File: src/rtl/bitaddr_ram_pkg.sv
// bitaddr_ram_pkg: shared FSM states and bit-area constants for bitaddr_ram
package bitaddr_ram_pkg;
  typedef enum logic [1:0] {IDLE, PTR, RMW, RESP} state_t;
  localparam logic [7:0] BIT_BASE_DEF = 8'h20;
  localparam int BIT_BYTES = 16;
endpackage

File: src/rtl/bitaddr_ram_ram_sp.sv
// ram_sp: single-port synchronous RAM, DEPTH x 8, registered read (read-first)
module ram_sp #(
  parameter int DEPTH = 256,
  parameter int AW = $clog2(DEPTH)
) (
  input  logic          clk,
  input  logic          we,
  input  logic [AW-1:0] addr,
  input  logic [7:0]    wdata,
  output logic [7:0]    rdata
);
  logic [7:0] mem [DEPTH];
  always_ff @(posedge clk) begin
    if (we) mem[addr] <= wdata;
    rdata <= mem[addr];
  end
endmodule

File: src/rtl/bitaddr_ram.sv
// bitaddr_ram: byte/bit-addressable data RAM with register banks and indirect access
module bitaddr_ram
  import bitaddr_ram_pkg::*;
#(
  parameter int DEPTH = 256,
  parameter int BANKS = 4,
  parameter logic [7:0] BIT_BASE = BIT_BASE_DEF
) (
  input  logic       clk,
  input  logic       rst_n,
  input  logic       cs_n,
  input  logic       rw,
  input  logic       bb,
  input  logic       ind,
  input  logic [1:0] bank_sel,
  input  logic [7:0] addr,
  input  logic [7:0] din,
  input  logic       bin,
  output logic       ready,
  output logic [7:0] dout,
  output logic       bout,
  output logic       rvalid,
  output logic       err
);
  localparam int AW = $clog2(DEPTH);
  state_t state, state_nx;
  logic [7:0] rdata, wdata, din_q, dout_q, byte_a, ri_a;
  logic [AW-1:0] raddr, addr_q;
  logic [2:0] bit_q;
  logic [1:0] bank;
  logic we, acc, bad, rw_q, bb_q, bin_q, bout_q, err_q, err_nx;
  assign acc = state == IDLE && !cs_n;
  assign bank = 2'(32'(bank_sel) % BANKS);
  assign byte_a = bb ? addr : BIT_BASE + {4'b0, addr[6:3]};
  assign ri_a = {3'b0, bank, 2'b0, addr[0]};
  assign bad = bb ? !ind && 32'(addr) >= DEPTH : 32'(addr) >= BIT_BYTES * 8;
  always_comb begin
    state_nx = state;
    err_nx = err_q;
    raddr = AW'(bb && ind ? ri_a : byte_a);
    we = 1'b0;
    wdata = din;
    case (state)
      IDLE: if (!cs_n) begin
        err_nx = bad;
        state_nx = bad ? RESP : bb && ind ? PTR : !bb && !rw ? RMW : rw ? RESP : IDLE;
        we = !bad && bb && !ind && !rw;
      end
      PTR: begin
        raddr = AW'(rdata);
        err_nx = 32'(rdata) >= DEPTH;
        we = !err_nx && !rw_q;
        wdata = din_q;
        state_nx = err_nx || rw_q ? RESP : IDLE;
      end
      RMW: begin
        raddr = addr_q;
        we = 1'b1;
        wdata = rdata;
        wdata[bit_q] = bin_q;
        state_nx = IDLE;
      end
      default: state_nx = IDLE;
    endcase
  end
  ram_sp #(.DEPTH(DEPTH)) u_ram (
    .clk(clk),
    .we(we && rst_n),
    .addr(raddr),
    .wdata(wdata),
    .rdata(rdata)
  );
  always_ff @(posedge clk or negedge rst_n) begin
    if (!rst_n) begin
      state <= IDLE;
      err_q <= 1'b0;
      dout_q <= '0;
      bout_q <= 1'b0;
      rw_q <= 1'b0;
      bb_q <= 1'b0;
      bit_q <= '0;
      bin_q <= 1'b0;
      din_q <= '0;
      addr_q <= '0;
    end else begin
      state <= state_nx;
      err_q <= err_nx;
      if (acc) begin
        rw_q <= rw;
        bb_q <= bb;
        bit_q <= addr[2:0];
        bin_q <= bin;
        din_q <= din;
        addr_q <= AW'(byte_a);
      end
      if (rvalid) begin
        dout_q <= rdata;
        if (!bb_q) bout_q <= rdata[bit_q];
      end
    end
  end
  assign ready = state == IDLE;
  assign rvalid = state == RESP && !err_q;
  assign err = state == RESP && err_q;
  assign dout = rvalid ? rdata : dout_q;
  assign bout = rvalid && !bb_q ? rdata[bit_q] : bout_q;
endmodule

File: config.mk
export PLATFORM = sky130hd
export DESIGN_NAME = bitaddr_ram
export DESIGN_NICKNAME = d
export VERILOG_FILES = /design/src/rtl/bitaddr_ram_pkg.sv /design/src/rtl/bitaddr_ram_ram_sp.sv /design/src/rtl/bitaddr_ram.sv
export SDC_FILE = /design/constraint.sdc
export NUM_CORES = 2
export LEC_CHECK = 0
export CAP_MARGIN = 40
export CORE_MARGIN = 10
export CORE_UTILIZATION = 50
export DETAILED_ROUTE_END_ITERATION = 6
export GPL_TIMING_DRIVEN = 0
export PLACE_DENSITY = 0.68
export SLEW_MARGIN = 20
export SYNTH_ARGS = -nofsm -noshare
export SYNTH_HDL_FRONTEND = slang
export SYNTH_HIERARCHICAL = 1
export SYNTH_SLANG_ARGS = --single-unit
File: constraint.sdc
create_clock -name clk -period 22.4 [get_ports clk]
set_clock_uncertainty 0.2 [all_clocks]
set_input_delay 2.24 -clock clk [delete_from_list [all_inputs] [get_ports clk]]
set_output_delay 2.24 -clock clk [all_outputs]
set_load 0.01 [all_outputs]
# Word-level counts from Yosys, hierarchy flattened
# Memory sizes are Yosys's and may differ from the RTL's. A register that Yosys moved wholly into a read port is not among the register bits.
# Cells that the tools add are included.
[totals] memories=1 ff_bits=34 ram_bits=2048 out_inout_bits=12
[mem_list] name="u_ram.mem" words=256 width=8 rd=1 rd_ports_with_merged_regs=1 write_ports=1 line_no="bitaddr_ram_ram_sp.sv:12" text="logic [7:0] mem [DEPTH];"
[classes] add_sub_neg=1 eq_ne=4 reduce_logical=23 muxes=25 n_bitwise=1 n_lt_le_gt_ge=3
[op_table] operator="case mux 8 bit (2 select lines)" count=2
[op_table] operator="two-way mux 8 bit" count=3
[op_table] operator="two-way mux 2 bit" count=6
[op_table] operator="logical AND 1 bit" count=11
[op_table] operator="bitwise mux 8 bit" count=1
[op_table] operator="greater-or-equal comparator 8 bit, second input constant" count=1
[op_table] operator="zero test 1 bit" count=8
[op_table] operator="two-way mux 1 bit" count=8
[op_table] operator="adder 6 x 4 -> 7 bit, first input constant" count=1
[op_table] operator="== test 2 bit, second input constant" count=2
[op_table] operator="less-than comparator 3 x 4 -> 1 bit, second input constant" count=1
[op_table] operator="case mux 2 bit (2 select lines)" count=1
[op_table] operator="AND reduction 2 bit" count=2
[op_table] operator="binary-select mux 1 bit (select 3 bit)" count=1
[op_table] operator="demux 1 bit (select 3 bit)" count=1
[op_table] operator="greater-or-equal comparator 3 x 1 -> 1 bit, second input constant" count=1
[op_table] operator="case mux 1 bit (3 select lines)" count=1
[op_table] operator="== test 2 x 1 -> 1 bit, second input constant" count=1
[op_table] operator="zero test 2 bit" count=1
[op_table] operator="!= test 2 bit, second input constant" count=1
[op_table] operator="case mux 1 bit (2 select lines)" count=1
[op_table] operator="nonzero test 2 bit" count=1
[op_table] operator="NOT 1 bit" count=1

# Logic depth before layout (Yosys ltp)
[logic_depth] ltp_word=11 depth_mapped=16

# Hierarchy
# The synthesis kept the hierarchy.
[modules_own_cells] module="ram_sp" cells_each=3547 area_each_um2=78492.8 n_inst=1
[modules_own_cells] module="bitaddr_ram" cells_each=215 area_each_um2=2114.5 n_inst=1

# Least setup slack after synthesis
# No wires, ideal clock.
[synth_timing] path_type="input to register" start="input port din[0]" end="memory u_ram.mem[0][0] (data pin)" setup_time_ps=1579 arrival_time_ps=9137 path_slack_ps=11484 path_stages=2 required_ps=20621 cell_sequence="nor2_1 > a21oi_1"
[synth_between] elab_chain_len=1
[synth_lines] element="from (decl)" line_no="bitaddr_ram.sv:17" text="input logic [7:0] din,"
[synth_lines] element="case mux 8 bit (2 select lines)" line_no="bitaddr_ram.sv:43" text="case (state)"
[synth_lines] element="via wdata[0]" line_no="bitaddr_ram.sv:27" text="logic [7:0] rdata, wdata, din_q, dout_q, byte_a, ri_a;"
[synth_lines] element="to (decl)" line_no="bitaddr_ram_ram_sp.sv:12"
# The timed path passes the listed nets, and every way through them passes these cells.

# Final worst setup path
[layout_timing] start="input port ind" end="register u_ram.rdata[7] (read register of u_ram.mem)"
[layout_between] elab_chain_len=3
[layout_lines] element="from (decl)" line_no="bitaddr_ram.sv:14" text="input logic ind,"
[layout_lines] element="logical AND 1 bit" line_no="bitaddr_ram.sv:40" text="raddr = AW'(bb && ind ? ri_a : byte_a);"
[layout_lines] element="two-way mux 8 bit" line_no="bitaddr_ram.sv:40"
[layout_lines] element="case mux 8 bit (2 select lines)" line_no="bitaddr_ram.sv:43"
[layout_lines] element="via raddr[1]" line_no="bitaddr_ram.sv:28" text="logic [AW-1:0] raddr, addr_q;"
[layout_lines] element="to (decl)" line_no="bitaddr_ram_ram_sp.sv:10" text="output logic [7:0] rdata"
# The timed path passes the listed nets, and every way through them passes these cells.
# A chain may end at the register's enable or synchronous reset.

==> impl_metrics.env <==
export IMPL_firstDrtPassIters=7
export IMPL_hpwl_mm=150
export IMPL_antenna_found_initial=8
export IMPL_worstSetupEndpointType="flip-flop"
export IMPL_num_vias=42100
export IMPL_syn_area_um2=80600
export IMPL_synth_top_area_share_pct=76.3
export IMPL_worstHoldStart="addr_q[5]"
export IMPL_whs_path_depth=1
export IMPL_min_period_ps=7450
export IMPL_place_gp_congestion=1.00
export IMPL_cp_slowest_cell="o41ai_1"
export IMPL_relSlewSlack_pct=34.8
export IMPL_cts_tree="built"
export IMPL_reg2reg_to="u_ram/rdata[7]"
export IMPL_setup_violations=0
export IMPL_synth_top_cell_by_area="edfxtp_1"
export IMPL_drtIter0Drc=6565
export IMPL_htreeDepth=4
export IMPL_ys_types=41
export IMPL_layout_drive_gt1_share_pct=26.2
export IMPL_hold_viol_final=0
export IMPL_crit_buf_inv=5
export IMPL_postRouteAntennaNets=0
export IMPL_syn_num_nets=3792
export IMPL_final_nets=4219
export IMPL_critical_path_top_delay_family="buffers and inverters"
export IMPL_routed_wl_mm=216
export IMPL_numPortBuffers=35
export IMPL_max_freq_mhz=134
export IMPL_worstSetupPathType="in2reg"
export IMPL_cts_hold_buffers=0
export IMPL_rows=147
export IMPL_core_area_um2=160000
export IMPL_cts_root_buf="clkbuf_16"
export IMPL_grt_total_usage_pct=23.9
export IMPL_fin_util_pct=58.3
export IMPL_post_cts_resized=0
export IMPL_worst_pin_slew_ps=966
export IMPL_netlist_top_cells_area="edfxtp_1 76%, mux4_2 14%, a22oi_1 2.5%"
export IMPL_synth_cells=3762
export IMPL_post_cts_setup_buffer_count=0
export IMPL_dieArea_um2=178000
export IMPL_cts_max_path_buffers=3
export IMPL_die_width_um=422
export IMPL_synthArstFlopShare_pct=1.63
export IMPL_worstHoldPathType="reg2reg"
export IMPL_clock_sinks=2090
export IMPL_io_pins=37
export IMPL_dp_slack_ps=14320
export IMPL_die_h_um=422
export IMPL_yosysWarnings=6
export IMPL_crit_arrival_ps=7780
export IMPL_required_ps=22730
export IMPL_crit_fanout=10
export IMPL_status="finished clean"
export IMPL_fin_ws_ps=14950
export IMPL_worstSetupStartpointType="input pin"
export IMPL_synth_edff_count=2048
export IMPL_overflow=0
export IMPL_r2r_cells=14
export IMPL_start_util_pct=50.3
export IMPL_cts_buffers=201
export IMPL_vias_per_cell=6.46
export IMPL_seq_area_frac_synth_pct=77.5
export IMPL_clk_pin_slew_ps=60
export IMPL_slew_violations=0
export IMPL_rsz0062_at_grt="no"
export IMPL_critical_path_max_stage_delay_ps=850
export IMPL_grt_pass1_vias=41300
export IMPL_worstSkewPairLatency_ps=850
export IMPL_finalCritPeriodShare_pct=33.3
export IMPL_crit_top_cell="buf_2"
export IMPL_area_growth_pct=16.0
export IMPL_rrSetupSlack_ps=15950
export IMPL_ys_ff_latch=2090
export IMPL_fin_tns_setup_ps=0
export IMPL_synth_main_ff_cell="edfxtp_1"
export IMPL_wire_per_inst_um=33.2
export IMPL_crit_chain="clkdlybuf4s50_1 > and2b_1 > a211oi_1 > a21oi_1 > buf_2 > buf_2 > buf_2 > buf_1 > mux4_2 > a22oi_1 > a21oi_1 > o41ai_1 > nand4_1"
export IMPL_hold_path_endpoint="addr_q[5]"
export IMPL_drc_errors=0
export IMPL_r2r_start="state[0]"
export IMPL_avgSynthCellArea_um2=21.4
export IMPL_ys_top_cells_by_count="2,048 x edfxtp_1, 512 x mux4_2, 267 x a22oi_1, 248 x nor2_1, 150 x clkbuf_1"
export IMPL_grt_start_max_net_pins=33
export IMPL_synth_most_common_cell="edfxtp_1"
export IMPL_grt_pass1_wl_mm=305
export IMPL_max_cap_violations=0
-- worst register-to-register path, cell delays in order (launching register included) --
cell and delay, ps:
dfrtp_1 420, inv_1 80, ha_1 350, clkbuf_1 430, a211oi_1 90, a21oi_1 160, buf_2 370, buf_2 560
buf_2 470, buf_1 550, mux4_2 430, a22oi_1 290, a21oi_1 290, o41ai_1 850, nand4_1 590
-- flip-flops by register name, indices dropped and copies added, names as in the netlist --
register	count
bit_q	3
bb_q	1
err_q	1
state	2
addr_q	8
dout_q	8
rw_q	1
u_ram/rdata	8
din_q	8
bin_q	1
bout_q	1
u_ram/mem	2048
-- cell families after synthesis --
logic type	share of synthesized area, %
muxes	14.8
buffers and inverters	1.50
DFF	77.5
and+or+nand+nor	2.11
AOI/OAI and AO/OA	3.96
adders and majority gates	0.0776
-- per-layer routing --
layer | vias up | routed length [um] | track usage (%)
li1 | 16700 | - | -
met5 | - | 215 | 0
met3 | 493 | 24800 | 6.32
met2 | 2645 | 101000 | 36.6
met4 | 8 | 9840 | 10.1
met1 | 22200 | 80900 | 32.7
-- layout by cell type, fill, tap and decap left out, types with 47 or more instances in the layout --
cell type	netlist	routed
nor2_1	248	248
mux4_2	512	512
a22oi_1	267	267
a21oi_1	148	140
nand2_1	47	47
buf_16	0	91
edfxtp_1	2048	2048
clkbuf_16	0	206
clkbuf_1	150	173
clkinv_1	0	50
buf_4	17	86
-- final cells by class --
type / instances / area (um2)
fill: 11400 / 66900
sequential: 2090 / 62500
multi-input combinational: 1418 / 17100
clock buffer: 251 / 5320
timing repair buffer: 224 / 3740
tap: 2160 / 2700
buffer: 248 / 1220
clock inverter: 107 / 786
antenna: 11 / 27.5
inverter: 6 / 22.5
-- metrics by stage --
step,hold slack (ps),instances,area [um2]
floorplan,250,3762,80600
global placement,264,5957,83700
detailed placement,272,6098,86900
CTS,285,6456,93000
global route,308,6505,93400
finish,282,6515,93500
-- worst max-delay path by stage --
stage / startpoint / to / cells after the start
4_1_cts: ind / u_ram/mem[80][6] / 12
5_1_grt: ind / u_ram/rdata[7] / 13
3_3_place_gp: din[1] / u_ram/mem[86][1] / 3
2_1_floorplan: din[0] / u_ram/mem[0][0] / 2
6_report: ind / u_ram/rdata[7] / 13
3_5_place_dp: ind / u_ram/mem[80][2] / 12
Power is not shown: default switching activity piles up to over one toggle a cycle in this logic, so the estimate is an artifact.
